<file path="src/rtl/reg_bus_arbiter.sv">
// Purpose : round-robin arbiter sharing one NetFPGA register bus among NUM_REQ masters; optional REG_ARB_STATS_EN adds access/timeout statistics.
// Latency : req_vld -> reg_req 1 cycle; reg_ack -> req_ack 1 cycle; a stalled access is aborted after TIMEOUT bus cycles.
// Backpress: requesters hold req_vld until their req_ack pulse; one access in flight, at most one grant every 3 cycles.
module reg_bus_arbiter #(
    parameter int NUM_REQ = 2,
    parameter int ADDR_W  = 27,
    parameter int DATA_W  = 32,
    parameter int TIMEOUT = 255
) (
    input  logic                      clk,
    input  logic                      reset,
    input  logic [NUM_REQ-1:0]        req_vld,
    input  logic [NUM_REQ-1:0]        req_rd_wr_L,
    input  logic [NUM_REQ*ADDR_W-1:0] req_addr,
    input  logic [NUM_REQ*DATA_W-1:0] req_wr_data,
    output logic [NUM_REQ-1:0]        req_ack,
    output logic [DATA_W-1:0]         req_rd_data,
    output logic                      req_err,
    output logic                      reg_req,
    output logic                      reg_rd_wr_L,
    output logic [ADDR_W-1:0]         reg_addr,
    output logic [DATA_W-1:0]         reg_wr_data,
    input  logic                      reg_ack,
    input  logic [DATA_W-1:0]         reg_rd_data
`ifdef REG_ARB_STATS_EN
    ,
    output logic [31:0]               stat_access_cnt,
    output logic [15:0]               stat_timeout_cnt,
    output logic [ADDR_W-1:0]         stat_last_to_addr
`endif
);

    localparam int PTR_W = $clog2(NUM_REQ);
    localparam int CNT_W = $clog2(TIMEOUT + 1);
    localparam logic [PTR_W-1:0]  PTR_RST     = PTR_W'(NUM_REQ - 1);
    localparam logic [CNT_W-1:0]  CNT_LAST    = CNT_W'(TIMEOUT - 1);
    localparam logic [DATA_W-1:0] ERR_PATTERN = DATA_W'(32'hDEAD_DEAD);

    typedef enum logic [1:0] {
        ST_IDLE,
        ST_BUSY,
        ST_DONE
    } state_t;

    state_t             state, state_nxt;
    logic [PTR_W-1:0]   ptr, ptr_nxt;
    logic [PTR_W-1:0]   grant, grant_nxt;
    logic [CNT_W-1:0]   cnt, cnt_nxt;

    logic               reg_req_nxt;
    logic               reg_rd_wr_L_nxt;
    logic [ADDR_W-1:0]  reg_addr_nxt;
    logic [DATA_W-1:0]  reg_wr_data_nxt;
    logic [NUM_REQ-1:0] req_ack_nxt;
    logic [DATA_W-1:0]  req_rd_data_nxt;
    logic               req_err_nxt;

    logic               arb_hit;
    logic [PTR_W-1:0]   arb_idx;
    logic [PTR_W-1:0]   scan_idx;
    logic               sel_rd_wr_L;
    logic [ADDR_W-1:0]  sel_addr;
    logic [DATA_W-1:0]  sel_wr_data;

    // Round-robin pick: first valid requester after the last winner, then mux its request fields.
    always_comb begin
        arb_hit     = 1'b0;
        arb_idx     = '0;
        scan_idx    = '0;
        sel_rd_wr_L = 1'b0;
        sel_addr    = '0;
        sel_wr_data = '0;
        for (int k = 1; k <= NUM_REQ; k++) begin
            scan_idx = PTR_W'((int'(ptr) + k) % NUM_REQ);
            for (int i = 0; i < NUM_REQ; i++) begin
                if (!arb_hit && req_vld[i] && (PTR_W'(i) == scan_idx)) begin
                    arb_hit = 1'b1;
                    arb_idx = scan_idx;
                end
            end
        end
        for (int i = 0; i < NUM_REQ; i++) begin
            if (PTR_W'(i) == arb_idx) begin
                sel_rd_wr_L = req_rd_wr_L[i];
                sel_addr    = req_addr[i*ADDR_W +: ADDR_W];
                sel_wr_data = req_wr_data[i*DATA_W +: DATA_W];
            end
        end
    end

    // Access FSM: next state and next values of every registered output.
    always_comb begin
        state_nxt       = state;
        ptr_nxt         = ptr;
        grant_nxt       = grant;
        cnt_nxt         = cnt;
        reg_req_nxt     = reg_req;
        reg_rd_wr_L_nxt = reg_rd_wr_L;
        reg_addr_nxt    = reg_addr;
        reg_wr_data_nxt = reg_wr_data;
        req_ack_nxt     = req_ack;
        req_rd_data_nxt = req_rd_data;
        req_err_nxt     = req_err;
        case (state)
            ST_IDLE: begin
                if (arb_hit) begin
                    grant_nxt       = arb_idx;
                    reg_req_nxt     = 1'b1;
                    reg_rd_wr_L_nxt = sel_rd_wr_L;
                    reg_addr_nxt    = sel_addr;
                    reg_wr_data_nxt = sel_wr_data;
                    cnt_nxt         = '0;
                    state_nxt       = ST_BUSY;
                end
            end
            ST_BUSY: begin
                if (reg_ack || (cnt == CNT_LAST)) begin
                    // A real ack on the terminal cycle still counts as success.
                    if (reg_ack) begin
                        req_rd_data_nxt = reg_rd_wr_L ? reg_rd_data : '0;
                        req_err_nxt     = 1'b0;
                    end else begin
                        req_rd_data_nxt = ERR_PATTERN;
                        req_err_nxt     = 1'b1;
                    end
                    reg_req_nxt = 1'b0;
                    ptr_nxt     = grant;
                    for (int i = 0; i < NUM_REQ; i++) begin
                        req_ack_nxt[i] = (PTR_W'(i) == grant);
                    end
                    state_nxt = ST_DONE;
                end else begin
                    cnt_nxt = cnt + CNT_W'(1);
                end
            end
            ST_DONE: begin
                req_ack_nxt     = '0;
                req_rd_data_nxt = '0;
                req_err_nxt     = 1'b0;
                state_nxt       = ST_IDLE;
            end
            default: begin
                state_nxt = ST_IDLE;
            end
        endcase
    end

    // State and output registers; reset abandons any access without acking it.
    always_ff @(posedge clk) begin
        if (!reset) begin
            state       <= ST_IDLE;
            ptr         <= PTR_RST;
            grant       <= '0;
            cnt         <= '0;
            reg_req     <= 1'b0;
            reg_rd_wr_L <= 1'b0;
            reg_addr    <= '0;
            reg_wr_data <= '0;
            req_ack     <= '0;
            req_rd_data <= '0;
            req_err     <= 1'b0;
        end else begin
            state       <= state_nxt;
            ptr         <= ptr_nxt;
            grant       <= grant_nxt;
            cnt         <= cnt_nxt;
            reg_req     <= reg_req_nxt;
            reg_rd_wr_L <= reg_rd_wr_L_nxt;
            reg_addr    <= reg_addr_nxt;
            reg_wr_data <= reg_wr_data_nxt;
            req_ack     <= req_ack_nxt;
            req_rd_data <= req_rd_data_nxt;
            req_err     <= req_err_nxt;
        end
    end

`ifdef REG_ARB_STATS_EN
    logic stat_done_evt;
    logic stat_to_evt;
    assign stat_done_evt = (state == ST_BUSY) && (reg_ack || (cnt == CNT_LAST));
    assign stat_to_evt   = (state == ST_BUSY) && !reg_ack && (cnt == CNT_LAST);

    // Saturating access/timeout counters plus the address of the latest timed-out access.
    always_ff @(posedge clk) begin
        if (!reset) begin
            stat_access_cnt   <= '0;
            stat_timeout_cnt  <= '0;
            stat_last_to_addr <= '0;
        end else begin
            if (stat_done_evt && (stat_access_cnt != '1)) begin
                stat_access_cnt <= stat_access_cnt + 32'd1;
            end
            if (stat_to_evt) begin
                stat_last_to_addr <= reg_addr;
                if (stat_timeout_cnt != '1) begin
                    stat_timeout_cnt <= stat_timeout_cnt + 16'd1;
                end
            end
        end
    end
`endif

endmodule

</file>
<file path="config.mk">
export PLATFORM = sky130hd
export DESIGN_NAME = reg_bus_arbiter
export DESIGN_NICKNAME = d
export VERILOG_FILES = /design/src/rtl/reg_bus_arbiter.sv
export SDC_FILE = /design/constraint.sdc
export NUM_CORES = 1
export LEC_CHECK = 0
export ABC_AREA = 1
export ABC_CLOCK_PERIOD_IN_PS = 2300
export BUFFER_PORTS_ARGS = -buffer_cell sky130_fd_sc_hd__buf_2
export CAP_MARGIN = 25
export CORE_AREA = 2 2 103 105
export DETAILED_ROUTE_END_ITERATION = 6
export DIE_AREA = 0 0 105 107
export GPL_TIMING_DRIVEN = 0
export PLACE_DENSITY = 0.89
export SETUP_SLACK_MARGIN = 0.3
export SLEW_MARGIN = 20
export SYNTH_ARGS = -nofsm -noshare
export SYNTH_HDL_FRONTEND = slang
export SYNTH_SLANG_ARGS = --single-unit
</file>
<file path="constraint.sdc">
create_clock -name clk -period 2.3 [get_ports clk]
set_clock_uncertainty 0.05 [all_clocks]
set_input_delay 0.115 -clock clk [delete_from_list [all_inputs] [get_ports clk]]
set_output_delay 0.115 -clock clk [all_outputs]
set_load 0.03 [all_outputs]
</file>
==> qor.csv <==
stage,metric,value,unit
logic_synthesis,synth_area_in_adders,0.531,%
placed_design,place.gp.congestion,0.884,
min_path,min_path_cells,5,
logic_synthesis,synthCells,634,
placed_design,dpl.hpwl,11400,um
setup_path,cpMaxStageDelayCell,sky130_fd_sc_hd__clkbuf_1,
route,post_drt_via_cell_ratio,5.74,
timing,finalWorstPathRequiredPeriod,2020,ps
setup_path,start_kind,flop,
min_path,min_from,reg_rd_data[26],
logic_synthesis,postSynth.topFlopCell,sky130_fd_sc_hd__dfxtp_1,
die,floorplan.die_area,11200,um^2
logic_synthesis,avgSynthCellArea,7.44,um^2
min_path,min_path_type,in2reg,
clock_network,clock-sinks,108,
logic_synthesis,sequential_fraction_of_the_synthesis_area,45.8,%
status,result_of_the_run,"finished, violations left",
logic_synthesis,post_synth_mux_area_share,0,%
status,violations,DRC,
die,die_h,107,um
global_route,grtUsageTotal,38.5,%
setup_path,critical_path.top_delay_family,buffers and inverters,
route,remaining_drc_errors,13,
pwr,power.ir.vdd_worst,0.000421,V
setup_path,critPathMostFrequentCell,sky130_fd_sc_hd__nand2_1,
logic_synthesis,synth_top_family_by_area,simple AND/OR/NAND/NOR gates,
route,drt_iter0_markers,665,
clock_network,htree_num_levels,3,
setup_path,regToRegEndpoint,reg_wr_data[10],
global_route,via_count_of_the_first_global_routing_pass,6920,
logic_synthesis,ys_types,26,
clock_network,cts_inserted_buffers,9,
global_route,wire_length_of_the_first_global_routing_pass,34100,um
pwr,power.leakage,0.00356,uW
die,num_rows,37,
route,detail-route-antenna-nets,0,
route,routedWlPerCell,18.9,um
clock_network,worst_skew_pair.late_latency,370,ps
clock_network,clock_tree.root_cell,sky130_fd_sc_hd__clkbuf_8,
setup_path,required,2510,ps
setup_path,critPathArrivalTime,2230,ps
pwr,p_per_area,615,nW/um^2
clock_network,buffer_count_from_post_cts_setup_fixing,0,
logic_synthesis,postSynth.asyncResetShare,0,%
global_route,grt_start_max_net_pins,17,
timing,setup-violations-final,0,
timing,achievable_frequency,496,MHz
timing,grt_setup_unrepaired,false,
global_route,antenna_found_initial,3,
setup_path,crit-reg2reg-launch,ptr,
die,coreArea,10100,um^2
cells_and_area,flow.area_growth_from_synthesis,63.1,%
cells_and_area,num-nets-final,1191,
logic_synthesis,mappedNetlistArea,4720,um^2
placed_design,place.port_buffers,252,
setup_path,worst_setup_path_end_kind,flop,
clock_network,tritoncts,built,
setup_path,ff2ff_path_depth,6,
global_route,grt_remaining_overflow,0,
logic_synthesis,synth-edff-count,0,
route,drt_pass1_iterations,7,
setup_path,cp.buffers_inverters,2,
die,die-width,105,um
timing,worst_max_slew_pin_slew,530,ps
flow_run,maxCapViolCount,0,
setup_path,worstSetupPathType,reg2reg,
min_path,min_to,req_rd_data[26],
logic_synthesis,synth.ff_latch_count,108,
route,routed_wl,22200,um
cells_and_area,final_core_utilization,76.2,%
route,route.vias.total,6735,
timing,totalNegativeSetupSlack,0,ps
logic_synthesis,syn-num-nets,793,
timing,final-max-slew-violation-count,0,
logic_synthesis,yosys.area_share.xor_xnor,0.186,%
setup_path,critical_path.cell_chain,nand2_1 > nand2_1 > clkinv_1 > clkbuf_1 > nand2_1 > a31oi_1,
setup_path,critical-path-max-stage-delay,410,ps
die,start_util,46.7,%
setup_path,critical_path.max_fanout,10,
timing,finalHoldViolCount,0,
logic_synthesis,ys.warnings.count,0,
clock_network,clock_path_buffers,2,
timing,max-slew-margin-rel,64.6,%
timing,period_share,87.7,%
cells_and_area,final_layout_size_suffix_gt1_share,30.7,%
logic_synthesis,post_synth_simple_gate_area,27.9,%
clock_network,path_clk_slew,110,ps
logic_synthesis,synth-compound-area-share,19.3,%
setup_path,r2r_slack,280,ps
die,floorplan.io_pins,253,
kinds of logic (layout without fill, tap and decap cells):
logic type	count (synthesis)	after routing
adders and majority gates	2	2
buffers and inverters	65	466
and+or+nand+nor	292	292
other	0	3
xor gates and xnor gates	1	1
AOI/OAI and AO/OA	166	166
DFF	108	108
state kept, by name (all words and copies together) (netlist names), 2 cells and up:
register / flops
req_ack: 2
state: 2
reg_wr_data: 32
reg_addr: 27
cnt: 8
req_rd_data: 32
cell type report:
class                           instances  area [um^2]
Fill cell                             653         2400
Inverter                               16         60.1
Timing Repair Buffer                  387         2610
Multi-Input combinational cell        461         2260
Tap cell                              136          170
Sequential cell                       108         2160
Antenna cell                            3         7.51
Buffer                                 49          241
Clock buffer                           10          128
Clock inverter                          4         52.6
synthesized netlist by cell type, types with 2 or more instances:
cell	count	area (um^2)
sky130_fd_sc_hd__buf_2	12	60.1
sky130_fd_sc_hd__inv_2	2	7.51
sky130_fd_sc_hd__nor2_2	2	12.5
sky130_fd_sc_hd__buf_6	4	45.0
sky130_fd_sc_hd__nand3_1	37	185
sky130_fd_sc_hd__inv_1	12	45.0
sky130_fd_sc_hd__o21ai_1	20	100
sky130_fd_sc_hd__dfxtp_1	108	2160
sky130_fd_sc_hd__nand2_2	4	25.0
sky130_fd_sc_hd__ha_1	2	25.0
sky130_fd_sc_hd__nand2_1	207	777
sky130_fd_sc_hd__buf_4	2	15.0
sky130_fd_sc_hd__a21oi_1	31	155
sky130_fd_sc_hd__nor2_1	17	63.8
sky130_fd_sc_hd__nor3b_1	2	15.0
sky130_fd_sc_hd__nand2_4	2	22.5
sky130_fd_sc_hd__clkbuf_1	31	116
sky130_fd_sc_hd__o21ai_0	54	270
sky130_fd_sc_hd__clkinv_1	2	7.51
sky130_fd_sc_hd__a31oi_1	60	375
sky130_fd_sc_hd__nand3_2	18	180
per-layer routing:
| layer | share of wire (%) | up-vias | global-route usage, % |
|---|---|---|---|
| met2 | 46 | 607 | 65.8 |
| li1 | - | 2938 | - |
| met1 | 33 | 2980 | 39.0 |
| met3 | 11 | 210 | 10.8 |
| met4 | 9.1 | 0 | 32.2 |
| met5 | 0 | - | 0 |
worst max-delay path by stage:
stage | cells past startpoint | end | slack (ps) | startpoint
3_3_place_gp | 6 | reg_wr_data[2] | 580 | ptr
3_5_place_dp | 6 | reg_wr_data[0] | 560 | ptr
2_1_floorplan | 11 | req_rd_data[10] | 830 | cnt[0]
6_report | 6 | reg_wr_data[10] | 280 | ptr
5_1_grt | 6 | reg_wr_data[10] | 310 | ptr
4_1_cts | 6 | reg_wr_data[0] | 550 | ptr
tightest hold or removal path: stages:
cell                      delay [ps]
sky130_fd_sc_hd__buf_2            80
sky130_fd_sc_hd__nand2_1          40
sky130_fd_sc_hd__nand2_1          50
sky130_fd_sc_hd__nand2_1          40
sky130_fd_sc_hd__o21ai_1          60
cell usage in the layout, fill, tap and decap left out, types with 2 or more instances in the layout:
cell and instances:
sky130_fd_sc_hd__clkbuf_8 9, sky130_fd_sc_hd__nor3b_1 2, sky130_fd_sc_hd__dfxtp_1 108, sky130_fd_sc_hd__ha_1 2
sky130_fd_sc_hd__o21ai_1 20, sky130_fd_sc_hd__nand2_2 4, sky130_fd_sc_hd__dlygate4sd3_1 135, sky130_fd_sc_hd__o21ai_0 54
sky130_fd_sc_hd__buf_2 264, sky130_fd_sc_hd__nand2_4 2, sky130_fd_sc_hd__inv_1 12, sky130_fd_sc_hd__clkbuf_1 28
sky130_fd_sc_hd__buf_6 4, sky130_fd_sc_hd__nand3_1 37, sky130_fd_sc_hd__clkbuf_2 4, sky130_fd_sc_hd__diode_2 3
sky130_fd_sc_hd__nand3_2 18, sky130_fd_sc_hd__nor2_2 2, sky130_fd_sc_hd__inv_2 2, sky130_fd_sc_hd__clkinv_1 2
sky130_fd_sc_hd__clkinvlp_4 3, sky130_fd_sc_hd__a31oi_1 60, sky130_fd_sc_hd__a21oi_1 31, sky130_fd_sc_hd__nand2_1 207
sky130_fd_sc_hd__buf_4 2, sky130_fd_sc_hd__nor2_1 17
what timing repair did:
item | in CTS | in global routing
endpoints found under the hold margin | 75 | 0
gates resized for setup | 0 | 8
hold buffers | 135 | 0
setup endpoints to repair | 0 | 5
per-stage QoR:
stage                     std cells  worst slack, ps  hold slack, ps  total power (uW)  area (um^2)
after floorplan                 634              827             217              2880         4720
after global placement         1022              584             333              3300         6150
after detailed placement       1022              558             338              3310         6150
after CTS                      1171              548            1.77              4590         7680
after global routing           1174              309            25.3              4870         7690
final                          1174              283            2.80              4730         7690
where the power goes:
part | leakage, uW | switching, uW | internal [uW] | total [uW]
logic | 0.00259 | 923 | 527 | 1450
registers | 0.000889 | 115 | 2030 | 2150
clock network | 0.0000805 | 640 | 493 | 1130
total | 0.00356 | 1680 | 3050 | 4730
Note: power is estimated with default switching activity, not from simulation.
